--- config.mk ---
export PLATFORM = sky130hd
export DESIGN_NAME = seq_detector_param
export DESIGN_NICKNAME = d
export VERILOG_FILES = /design/src/rtl/seqdet_pkg.sv /design/src/rtl/seqdet_sat_counter.sv /design/src/rtl/seq_detector_param.sv
export SDC_FILE = /design/constraint.sdc
export NUM_CORES = 1
export LEC_CHECK = 0
export ABC_AREA = 1
export CAP_MARGIN = 20
export CORE_MARGIN = 3
export CORE_UTILIZATION = 49
export CTS_CLUSTER_SIZE = 24
export DETAILED_ROUTE_END_ITERATION = 12
export GPL_ROUTABILITY_DRIVEN = 0
export GPL_TIMING_DRIVEN = 0
export PLACE_DENSITY = 0.79
export RECOVER_POWER = 100
export REMOVE_ABC_BUFFERS = 1
export SLEW_MARGIN = 20
export SYNTH_ARGS = -nofsm -noshare
export SYNTH_HDL_FRONTEND = slang
export SYNTH_HIERARCHICAL = 1
export SYNTH_SLANG_ARGS = --single-unit
--- constraint.sdc ---
create_clock -name clk -period 2.2 [get_ports clk]
set_clock_uncertainty 0.2 [all_clocks]
set_input_delay 0.44 -clock clk [delete_from_list [all_inputs] [get_ports clk]]
set_output_delay 0.44 -clock clk [all_outputs]
set_load 0.02 [all_outputs]
--- src/rtl/seqdet_pkg.sv ---
// Shared types and helpers for the parametrised serial pattern detector.
package seqdet_pkg;

  typedef enum logic [0:0] {
    SD_IDLE = 1'b0,
    SD_RUN  = 1'b1
  } sd_state_e;

  localparam int unsigned SEQDET_MASK_W = 32;

  // Low-order mask with the bottom len bits set; callers truncate to their pattern width.
  function automatic logic [SEQDET_MASK_W-1:0] len_mask(input int unsigned len);
    logic [SEQDET_MASK_W-1:0] m;
    m = '0;
    for (int unsigned i = 0; i < SEQDET_MASK_W; i++) begin
      if (i < len) m[i] = 1'b1;
    end
    return m;
  endfunction

endpackage

--- src/rtl/seqdet_sat_counter.sv ---
// Saturating up-counter with synchronous clear; clear wins over increment.
module seqdet_sat_counter #(
  parameter int unsigned CNT_W = 16
) (
  input  logic             clk,
  input  logic             reset,
  input  logic             clr,
  input  logic             inc,
  output logic [CNT_W-1:0] count
);

  localparam logic [CNT_W-1:0] CNT_MAX = '1;

  always_ff @(posedge clk or negedge reset) begin
    if (!reset) begin
      count <= '0;
    end else if (clr) begin
      count <= '0;
    end else if (inc && (count != CNT_MAX)) begin
      count <= count + CNT_W'(1);
    end
  end

endmodule

--- src/rtl/seq_detector_param.sv ---
// Serial bit-pattern detector with runtime pattern/length and overlap selection.
// Optional saturating match counter enabled by defining SEQDET_MATCH_CNT_EN.
module seq_detector_param
  import seqdet_pkg::*;
#(
  parameter  int unsigned PAT_W = 8,
  parameter  int unsigned CNT_W = 16,
  localparam int unsigned LEN_W = $clog2(PAT_W + 1)
) (
  input  logic             clk,
  input  logic             reset,
  input  logic             pat_load,
  input  logic [PAT_W-1:0] pat_in,
  input  logic [LEN_W-1:0] pat_len,
  input  logic             overlap,
  input  logic             in_valid,
  input  logic             in_bit,
  input  logic             cnt_clr,
  output logic             armed,
  output logic             match,
  output logic             cfg_err,
  output logic [CNT_W-1:0] match_cnt
);

  sd_state_e        state_q, state_d;
  logic [PAT_W-1:0] hist_q, hist_d;
  logic [LEN_W-1:0] fill_q, fill_d;
  logic [PAT_W-1:0] pat_q, pat_d;
  logic [LEN_W-1:0] len_q, len_d;
  logic             match_q;
  logic             cfg_err_q, cfg_err_d;
  logic             hit_c;

  logic [PAT_W-1:0] hist_shift_c;
  logic [LEN_W-1:0] fill_inc_c;
  logic [PAT_W-1:0] run_mask_c;
  logic [PAT_W-1:0] load_mask_c;
  logic             len_ok_c;

  assign hist_shift_c = {hist_q[PAT_W-2:0], in_bit};
  assign fill_inc_c   = (fill_q >= LEN_W'(PAT_W)) ? fill_q : fill_q + LEN_W'(1);
  assign run_mask_c   = PAT_W'(len_mask(32'(len_q)));
  assign load_mask_c  = PAT_W'(len_mask(32'(pat_len)));
  assign len_ok_c     = (pat_len != '0) && (pat_len <= LEN_W'(PAT_W));

  always_ff @(posedge clk or negedge reset) begin
    if (!reset) begin
      state_q   <= SD_IDLE;
      hist_q    <= '0;
      fill_q    <= '0;
      pat_q     <= '0;
      len_q     <= '0;
      match_q   <= 1'b0;
      cfg_err_q <= 1'b0;
    end else begin
      state_q   <= state_d;
      hist_q    <= hist_d;
      fill_q    <= fill_d;
      pat_q     <= pat_d;
      len_q     <= len_d;
      match_q   <= hit_c;
      cfg_err_q <= cfg_err_d;
    end
  end

  // Loads take priority over data; an illegal load only raises cfg_err.
  always_comb begin
    state_d   = state_q;
    hist_d    = hist_q;
    fill_d    = fill_q;
    pat_d     = pat_q;
    len_d     = len_q;
    cfg_err_d = 1'b0;
    hit_c     = 1'b0;

    if (pat_load) begin
      if (len_ok_c) begin
        pat_d   = pat_in & load_mask_c;
        len_d   = pat_len;
        hist_d  = '0;
        fill_d  = '0;
        state_d = SD_RUN;
      end else begin
        cfg_err_d = 1'b1;
      end
    end else begin
      case (state_q)
        SD_RUN: begin
          if (in_valid) begin
            hist_d = hist_shift_c;
            fill_d = fill_inc_c;
            if ((fill_inc_c >= len_q) && ((hist_shift_c & run_mask_c) == pat_q)) begin
              hit_c = 1'b1;
              // Non-overlapping mode forces a full refill before the next hit.
              if (!overlap) fill_d = '0;
            end
          end
        end
        default: ;
      endcase
    end
  end

  assign armed   = (state_q == SD_RUN);
  assign match   = match_q;
  assign cfg_err = cfg_err_q;

`ifdef SEQDET_MATCH_CNT_EN
  seqdet_sat_counter #(
    .CNT_W(CNT_W)
  ) u_match_cnt (
    .clk  (clk),
    .reset(reset),
    .clr  (cnt_clr),
    .inc  (hit_c),
    .count(match_cnt)
  );
`else
  logic unused_cnt_clr;
  assign unused_cnt_clr = cnt_clr;
  assign match_cnt      = '0;
`endif

endmodule

==> impl_metrics.tcl <==
set metrics [dict create \
    die_h_um 63.5 \
    min_from "fill_q[2]" \
    syn_area_per_cell_um2 7.75 \
    fin_nets 262 \
    slew_viol_final 0 \
    routedWlPerCell_um 11.9 \
    r2r_slack_ns 0.07 \
    ys_seq_area_frac 0.402 \
    worstSetupPathType "register to register" \
    peakVddDrop_mv 0.326 \
    io_pins 38 \
    finalWirelength_um 3320 \
    portBuffers 20 \
    cp_slowest_stage_delay_ns 0.41 \
    power_density_nw_per_um2 702 \
    syn_area_um2 1620 \
    yosysUniqueCellTypes 26 \
    critical_path.cell_chain "inv_2, ha_4, inv_2, o21ai_2, ha_1, inv_1, nor2_1, o211ai_1, nand3_2, nand4_4, nand2_1, nand2_1" \
    power_frac_comb 0.332 \
    viasPerCell 4.89 \
    fmax_mhz 470 \
    dieWidth_um 63.5 \
    hold_class "register to register" \
    first_pass_iters 4 \
    root_buffer "clkbuf_4" \
    synth_top_area_share 0.402 \
    grt_max_degree 27 \
    antenna_found_initial 0 \
    drtIter0Drc 57 \
    critPathMaxFanout 4 \
    r2r_cells 12 \
    cp.arrival_ns 2.21 \
    setup_violations 0 \
    cp_slowest_cell "dfrtp_1" \
    maxCapViolations 0 \
    htree_levels 1 \
    rsz0062_at_grt "true" \
    yosysTopAreaCell "dfrtp_1" \
    placeableCoreArea_um2 3100 \
    synth_seq_cells 26 \
    hold_slack_ns 0.296 \
    vias 1370 \
    grtUsageTotal 0.165 \
    ant_nets 0 \
    power_mw 1.36 \
    worstSkewPairLatency_ns 0.34 \
    internal_power_mw 0.887 \
    n_antenna_cell 0 \
    area_growth_pct 19.5 \
    switching_share 0.347 \
    switchingPower_mw 0.472 \
    holdPathEnd "fill_q[2]" \
    cts_tree "yes" \
    dp.final_hpwl_um 2320 \
    drc 0 \
    cts_buffers 3 \
    slew_headroom 0.574 \
    worstMarginPinSlew_ns 0.639 \
    synthTopCellsByArea "dfrtp_1, nand2_1, buf_4, inv_1, ha_1" \
    clock_sinks 26 \
    post-route-period-util 0.967 \
    pwr-share-clk 0.249 \
    crit_path_end_kind "register" \
    p_seq_frac 0.420 \
    drive_above_1_share 0.148 \
    regToRegEndpoint "fill_q[1]" \
    outcome "finished, final reports clean" \
    num_rows 20 \
    timing.rr.start "fill_q[0]" \
    start_util 0.522 \
    synth_cells 209 \
    gr-total-overflow 0 \
    crit_required_ns 2.28 \
    hold_viol 0 \
    critPathLaunchType "register" \
    grt_pass1_vias 1151 \
    grt_pass1_wl_um 5310 \
    ys_warn_count 6 \
    min_period_ns 2.13 \
    clkTransAtPathRegs_ns 0.14 \
    dieArea_um2 4030 \
    p_leak_nw 0.934 \
    hold_depth 2 \
    clk_path_buf_depth 2 \
]
critical path: cells and delay by family (launching register included):
| kind | cells | cell delay (ns) |
|---|---|---|
| AND/OR/NAND/NOR | 5 | 0.44 |
| AO/OA/AOI/OAI | 2 | 0.30 |
| flip-flops | 1 | 0.41 |
| adder cells (fa/ha/maj) | 2 | 0.52 |
| buffers and inverters | 3 | 0.19 |
final cells by class:
class | instances | area (um^2)
well taps | 44 | 55.1
multi-input cells | 148 | 817
inverters | 32 | 120
repair buffers | 26 | 239
flip-flops and latches | 26 | 651
clock buffers | 3 | 22.5
clock inverters | 1 | 30.0
fillers | 272 | 1170
cell families (layout without fill, tap and decap cells):
| family | count (synthesis) | after routing | synth area share |
|---|---|---|---|
| other | 1 | 16 | 0.00232 |
| AND/OR/NAND/NOR | 96 | 97 | 0.283 |
| AO/OA/AOI/OAI | 26 | 26 | 0.0920 |
| buffers and inverters | 51 | 62 | 0.158 |
| XOR/XNOR | 3 | 3 | 0.0162 |
| flip-flops | 26 | 26 | 0.402 |
| adder cells (fa/ha/maj) | 6 | 6 | 0.0464 |
Yosys cell counts:
library cell,count
xor2_1,3
o21ai_0,8
nand2_1,55
dfrtp_1,26
nor2_2,5
nand3_2,3
buf_4,17
nor2_4,3
nand4_1,3
clkbuf_1,1
inv_1,28
a21oi_1,1
nor2_1,10
nand2_4,1
ha_1,6
nand3_1,14
o21ai_1,8
o22ai_1,4
conb_1,1
o2111ai_1,1
o31ai_1,1
or2_1,1
o211ai_1,3
inv_2,4
buf_2,1
nand4_2,1
cells in the final DEF, fill, tap and decap left out, types with 2 or more instances in the layout:
cell type        instances
inv_2                    7
nor2_1                  11
nand3_1                 12
o21ai_0                  9
clkbuf_4                 3
buf_4                    4
o21ai_1                  6
nand4_1                  3
nor2_2                   5
nand3_2                  5
nand2_1                 54
nor2_4                   3
o22ai_1                  4
xor2_1                   2
o211ai_1                 3
clkdlybuf4s50_1         16
conb_1                  16
dfrtp_1                 26
dlygate4sd3_1            4
inv_1                   25
ha_1                     5
what timing repair did:
action | in CTS | in global routing
setup endpoints to repair | 7 | 8
endpoints found under the hold margin | 26 | 0
hold buffers | 1 | 0
buffers inserted | 2 | 3
resized for setup | 0 | 11
gates cloned | 1 | 0
pin swaps | 1 | 3
metal layers:
metal / vias to the layer above / wire, um / global-route usage
met5: - / 0 / 0
met4: 0 / 119 / 0.0620
met3: 13 / 149 / 0.0178
met2: 44 / 1540 / 0.265
met1: 629 / 1510 / 0.227
li1: 684 / - / -
metrics by stage:
stage / cells / setup slack [ns] / TNS [ns] / instance area (um^2) / util
after CTS: 277 / 0.00879 / 0 / 1870 / 0.604
after detailed placement: 269 / -0.408 / -5.10 / 1790 / 0.577
final: 280 / 0.0724 / 0 / 1930 / 0.623
after global routing: 280 / -0.0305 / -0.0680 / 1930 / 0.623
after global placement: 269 / -0.373 / -4.21 / 1790 / 0.578
after floorplan: 205 / 0.198 / 0 / 1540 / -
power groups by stage:
stage	combinational (mW)	sequential (mW)	clock [mW]
floorplan	0.268	0.575	0
global route	0.499	0.577	0.361
detailed placement	0.366	0.581	0
finish	0.450	0.570	0.338
CTS	0.396	0.567	0.339
global placement	0.356	0.581	0
worst max-delay path by stage:
stage                     cells after the start         to       start
after floorplan                              12  fill_q[3]   fill_q[0]
after global placement                       11  hist_q[6]  pat_len[1]
after detailed placement                     11  hist_q[4]  pat_len[1]
after CTS                                    11  hist_q[6]  pat_len[1]
after global routing                         12  fill_q[1]   fill_q[0]
final                                        12  fill_q[1]   fill_q[0]
sequential cells by signal, indices dropped and copies added (netlist names):
name / count
len_q: 4
cfg_err: 1
pat_q: 8
hist_q: 7
armed: 1
fill_q: 4
match: 1
Note: power is estimated with default switching activity, not from simulation.
